[src/rtl/rps_requester4.sv]
// Four-client request tracker feeding the rps4 rotating-priority arbiter.
// Optional starvation monitor: define RPS_REQ_STARVE_EN to build per-client wait counters.

module rps_req_lane #(
    parameter int CNT_W = 3
) (
    input  logic             clock,
    input  logic             reset,
    input  logic             push,
    input  logic             acc,
    output logic [CNT_W-1:0] cnt,
    output logic             full,
    output logic             done,
    output logic             ovf
);
    localparam logic [CNT_W-1:0] MAX = '1;

    assign full = (cnt == MAX);

    always_ff @(posedge clock or posedge reset) begin
        if (reset) begin
            cnt  <= '0;
            done <= 1'b0;
            ovf  <= 1'b0;
        end else begin
            done <= acc;
            // A push that coincides with a retire cancels out and can never overflow.
            if (push && !acc) begin
                if (cnt == MAX) ovf <= 1'b1;
                else            cnt <= cnt + CNT_W'(1);
            end else if (acc && !push) begin
                cnt <= cnt - CNT_W'(1);
            end
        end
    end
endmodule

module rps_requester4 #(
    parameter int CNT_W      = 3,
    parameter int WAIT_LIMIT = 8
) (
    input  logic               clock,
    input  logic               reset,
    input  logic [3:0]         push,
    input  logic [3:0]         gnt,
    output logic [3:0]         req,
    output logic [4*CNT_W-1:0] pend,
    output logic [3:0]         full,
    output logic [3:0]         done,
    output logic [3:0]         ovf,
    output logic               err,
    output logic [3:0]         starve
);
    logic [3:0][CNT_W-1:0] cnt;
    logic                  gnt_onehot;
    logic                  gnt_multi;
    logic [3:0]            acc;

    assign gnt_onehot = (gnt != 4'd0) && ((gnt & (gnt - 4'd1)) == 4'd0);
    assign gnt_multi  = (gnt != 4'd0) && !gnt_onehot;
    assign acc        = req & gnt & {4{gnt_onehot}};
    assign pend       = cnt;

    always_ff @(posedge clock or posedge reset) begin
        if (reset)                          err <= 1'b0;
        else if (gnt_multi || |(gnt & ~req)) err <= 1'b1;
    end

    genvar i;
    generate
        for (i = 0; i < 4; i++) begin : g_lane
            rps_req_lane #(.CNT_W(CNT_W)) u_lane (
                .clock (clock),
                .reset (reset),
                .push  (push[i]),
                .acc   (acc[i]),
                .cnt   (cnt[i]),
                .full  (full[i]),
                .done  (done[i]),
                .ovf   (ovf[i])
            );
            assign req[i] = (cnt[i] != '0);

`ifdef RPS_REQ_STARVE_EN
            localparam logic [7:0] LIM = 8'(WAIT_LIMIT);
            logic [7:0] wait_cnt;

            always_ff @(posedge clock or posedge reset) begin
                if (reset)                  wait_cnt <= 8'd0;
                else if (acc[i] || !req[i]) wait_cnt <= 8'd0;
                else if (wait_cnt < LIM)    wait_cnt <= wait_cnt + 8'd1;
            end
            assign starve[i] = (wait_cnt >= LIM);
`else
            // Monitor not built; the term is constant 0 for any legal limit.
            assign starve[i] = (WAIT_LIMIT < 1);
`endif
        end
    endgenerate
endmodule
[config.mk]
export PLATFORM = sky130hd
export DESIGN_NAME = rps_requester4
export DESIGN_NICKNAME = d
export VERILOG_FILES = /design/src/rtl/rps_requester4.sv
export SDC_FILE = /design/constraint.sdc
export NUM_CORES = 1
export LEC_CHECK = 0
export ABC_AREA = 0
export CELL_PAD_IN_SITES_DETAIL_PLACEMENT = 0
export CELL_PAD_IN_SITES_GLOBAL_PLACEMENT = 2
export CORE_UTILIZATION = 32
export CTS_CLUSTER_DIAMETER = 100
export DETAILED_ROUTE_END_ITERATION = 6
export PLACE_DENSITY_LB_ADDON = 0.1
export RECOVER_POWER = 25
export SLEW_MARGIN = 10
export SYNTH_ARGS = -nofsm -noshare
export SYNTH_HDL_FRONTEND = slang
export SYNTH_SLANG_ARGS = --single-unit
export TNS_END_PERCENT = 100
[constraint.sdc]
create_clock -name clock -period 5.33 [get_ports clock]
set_clock_uncertainty 0.15 [all_clocks]
set_input_delay 1.066 -clock clock [delete_from_list [all_inputs] [get_ports clock]]
set_output_delay 1.066 -clock clock [all_outputs]
set_load 0.1 [all_outputs]
# Yosys cells after proc, flatten, opt, wreduce, memory -nomap -nowiden
# Cells that the tools add are included.
[totals] regBits=21 in_bits=10 out_inout_bits=33 word_cells=86
[op_classes] addsub=9 n_eq_ne=8 n_mux=12 bitwise_logic=5 reduce_logical=39
[ops] cell="two-way mux 3 bit" count=12
[ops] cell="bitwise AND 4 bit" count=4
[ops] cell="AND reduction 2 bit" count=8
[ops] cell="adder 3 x 1 -> 3 bit, second input constant" count=4
[ops] cell="== test 3 bit, second input constant" count=4
[ops] cell="nonzero test 3 bit" count=4
[ops] cell="subtractor 3 x 1 -> 3 bit, second input constant" count=4
[ops] cell="logical AND 1 bit" count=10
[ops] cell="logical NOT 1 bit" count=9
[ops] cell="!= test 2 bit, second input constant" count=4
[ops] cell="nonzero test 2 bit" count=4
[ops] cell="logical NOT 4 bit" count=1
[ops] cell="NOT 4 bit" count=1
[ops] cell="nonzero test 4 bit" count=1
[ops] cell="OR reduction 4 bit" count=1
[ops] cell="subtractor 4 x 1 -> 4 bit, second input constant" count=1
[ops] cell="logical OR 1 bit" count=1

# Depth between registers and ports, before layout
[logic_depth] depth_word=9 depth_mapped=9 depth_no_buf=7

# By module
# A second synthesis with hierarchy kept.
[hier_totals] hier_cells=140 area_unflattened_um2=1313.8
[by_module_without_submodules] module="rps_req_lane at g_lane[2].u_lane ..." instances=2 cells_each=28 area_each_um2=285.3 seq_area_each_um2=125.1
[by_module_without_submodules] module="rps_req_lane at g_lane[0].u_lane ..." instances=2 cells_each=29 area_each_um2=282.8 seq_area_each_um2=125.1
[by_module_without_submodules] module="rps_requester4" instances=1 cells_each=26 area_each_um2=177.7 seq_area_each_um2=25.0

# Worst setup path before layout
# Ideal clock, no wire load.
[synth_timing] kind="reg2out" from="reg g_lane[1].u_lane.cnt[1]" to="out req[1]" arrival_time_ps=2059 required_ps=4114 setup_slack_ps=2055 stages_incl_launch_ff=4 n_path_buf=1 cell_sequence="dfrtp_1 clkbuf_1 nor3_1 inv_1"
[synth_via] elab_chain_len=1
[synth_lines] element="start: declaration" line="11" rtl="output logic [CNT_W-1:0] cnt,"
[synth_lines] element="start signal: assignment" line="30" rtl="else cnt <= cnt + CNT_W'(1);"
[synth_lines] element="start signal: assignment" line="32" rtl="cnt <= cnt - CNT_W'(1);"
[synth_lines] element="nonzero test 3 bit" line="82" rtl="assign req[i] = (cnt[i] != '0);"
[synth_lines] element="end: declaration" line="46" rtl="output logic [3:0] req,"
# Every way passes these cells.

# Worst setup path after layout
[layout_timing] from="in gnt[3]" to="reg g_lane[3].u_lane.cnt[1]"
[layout_via] elab_chain_len=9 word_cells_on_any_way=14 classes_between="1 x add/sub; 1 x eq/ne; 1 x mux; 3 x bitwise; 8 x reduce/logical"
[layout_lines] element="start: declaration" line="45" rtl="input logic [3:0] gnt,"
[layout_lines] element="subtractor 4 x 1 -> 4 bit" line="59" rtl="assign gnt_onehot = (gnt != 4'd0) && ((gnt & (gnt - 4'd1)) == 4'd0);"
[layout_lines] element="bitwise AND 4 bit" line="59"
[layout_lines] element="logical NOT 4 bit" line="59"
[layout_lines] element="logical AND 1 bit" line="59"
[layout_lines] element="bitwise AND 4 bit *" line="61" rtl="assign acc = req & gnt & {4{gnt_onehot}};"
[layout_lines] element="logical NOT 1 bit" line="28" rtl="if (push && !acc) begin"
[layout_lines] element="logical AND 1 bit" line="28"
[layout_lines] element="!= test 2 bit (no line) / nonzero test 2 bit (equally long branches)"
[layout_lines] element="AND reduction 2 bit (no line)"
[layout_lines] element="end signal: assignment" line="30"
[layout_lines] element="end signal: assignment" line="32"
[layout_lines] element="end: declaration" line="11"
# Every way passes the cells marked *; elsewhere a longest branch is shown, timed or not.
# A chain may end at the register's enable or synchronous reset.

==> reports/qor.csv <==
metric,value,unit
layout cells sized above 1,9.39,%
PortBufs,38,
Ports,43,
"Arr. time, crit path",3780,ps
HPWL Detailed,2890,um
antenna cell count,0,
most frequent cells in the layout,"37 x clkdlybuf4s50_1, 21 x dfrtp_1, 14 x o21ai_0",
Tcrit/Tclk final,71.2,%
average cell area after synthesis,8.93,um2
die area,6120,um2
clk buf depth,2,
Synth Instances,208,
first-pass GRT wire length,7480,um
filler instances,589,
WL per Instance,15.2,um
final hold vios,0,
CTS H-Tree Depth,1,
Peak Freq,263,MHz
Yosys reg bits,21,
DRC viols,0,
clock latency on the worst-skew pair,270,ps
post-cts gate resize count,0,
critical path type,in2reg,
via count,1600,
WP data required,5320,ps
grt total ovfl,0,
status,"complete, no violations",
CTS tree,done,
library cells used by synthesis,46,
Initial DRT Pass Iterations,4,
worst min-delay path class,reg2reg,
"commonest non-fill, non-tap cell in the layout",clkdlybuf4s50_1,
Die W,78.2,um
Worst slew margin,34.3,%
clock slew seen by the registers of the worst setup and hold paths,90,ps
Main synth FF type,dfrtp_1,
post-synthesis cell area,1860,um2
pin count of the biggest net entering global routing,22,
fin. max-slew vios,0,
final setup fails,0,
Initial Util,33.5,%
routed vias/inst,5.61,
Num CTS Buffers,3,
core box area,5540,um2
worst slew pin tran,982,ps
Detailed Route Iter0 Violations,88,
initial antenna violation count,0,
synth warn,0,
layout net count,228,
routability cong.,0.756,
Crit. End Element,flop,
grt peak-use layer,met2,
antenna-violating nets left,0,
Tot GR Track Use,15.1,%
GR Util met3,2.21,%
M2 GR Usage,24.8,%
# hold bufs at CTS,0,
crit-path max FO,11,
row cnt,27,
sequential element share of the synthesized area,28.3,%
register area,526,um2
M1 GR Usage,20.7,%
CTS Sinks,21,
RSZ-0062 raised after global routing,no,
vias in the first global route,1492,
area of the multi-input gates,1050,um2
Max Cap Viol,0,
ys async rst share,100,%
"EDFF count, synth",0,
setup TNS,0,ps
minimum clock period,3800,ps
Total Wirelength,4340,um
die height,78.2,um
post-CTS setup buffers,0,
root buffer cell,clkbuf_8,
P&R area growth vs syn,14.8,%
Startpoint Class,input pin,
==> layout make-up <==
class	instances	share of cell area, %
multi-input cells	140	49.4
clock buffers	3	1.94
flip-flops and latches	21	24.6
well taps	72	4.22
repair buffers	38	17.8
clock inverters	1	0.235
inverters	10	1.76
==> cells in the mapped netlist (all sizes together), types with 2 or more instances <==
cell | number | area (um2)
buf | 27 | 204
dfrtp | 21 | 526
o21ai | 20 | 100
clkbuf | 13 | 48.8
nor3 | 12 | 75.1
nor2 | 11 | 48.8
inv | 10 | 37.5
nand3 | 8 | 40.0
a32oi | 7 | 61.3
and3 | 7 | 43.8
a21oi | 6 | 30.0
a21o | 5 | 37.5
o21bai | 5 | 37.5
a311oi | 4 | 35.0
fa | 4 | 80.1
nor4b | 4 | 77.6
o221ai | 4 | 35.0
o31ai | 4 | 30.0
or4b | 4 | 47.6
a211oi | 3 | 37.5
a221o | 3 | 30.0
a22o | 3 | 26.3
and2 | 3 | 18.8
nand2 | 3 | 11.3
nand4 | 3 | 18.8
a221oi | 2 | 23.8
a41oi | 2 | 17.5
==> flip-flops by register name, summed over array words and instances, names as in the netlist <==
name                flops
g_lane.u_lane.cnt      12
g_lane.u_lane.done      4
g_lane.u_lane.ovf       4
err                     1
==> final timing paths <==
path	from	to	slack, ps	depth (start not counted)
worst max-delay path	gnt[3]	g_lane[3].u_lane.cnt[1]	1530	7
worst min-delay path	g_lane[3].u_lane.ovf	g_lane[3].u_lane.ovf	320	1
worst max register to register	g_lane[2].u_lane.cnt[1]	g_lane[2].u_lane.cnt[1]	2800	6
min in group asynchronous	reset	g_lane[1].u_lane.done	1290	2
worst min register to register	g_lane[3].u_lane.ovf	g_lane[3].u_lane.ovf	320	1
max in group asynchronous	reset	g_lane[2].u_lane.ovf	3180	2
==> through the flow <==
stage | util, % | cells | setup slack (ps) | hold slack (ps) | instance area (um2)
2_1_floorplan | - | 211 | 2060 | 279 | 1870
4_1_cts | 38.5 | 285 | 1530 | 329 | 2130
3_5_place_dp | 37.7 | 281 | 1250 | 302 | 2090
6_report | 38.5 | 285 | 1530 | 318 | 2130
3_3_place_gp | 37.7 | 281 | 1320 | 294 | 2090
5_1_grt | 38.5 | 285 | 1350 | 354 | 2130
==> kinds of logic after synthesis <==
kind of cell | count (synthesis) | share of synthesized area [%]
compound gates | 75 | 30.2
simple gates | 56 | 20.9
buf+inv | 50 | 15.6
flops | 21 | 28.3
fa+ha+maj | 5 | 4.85
other cells | 1 | 0.202
==> worst max-delay path, stage by stage <==
cell and delay [ps]:
clkdlybuf4s50_1 790, or4b_1 680, o21ai_0 270, fa_1 510, a21o_1 190, a32oi_1 140, o221ai_1 130
==> per-layer routing <==
metal,wire length (um),vias to the layer above,share of wire (%)
met3,195,2,4.5
met4,19,0,0.44
met1,2030,782,47
met2,2090,42,48
met5,0,-,0
li1,-,774,-
Power is not shown: default switching activity piles up to over one toggle a cycle in this logic, so the estimate is an artifact.
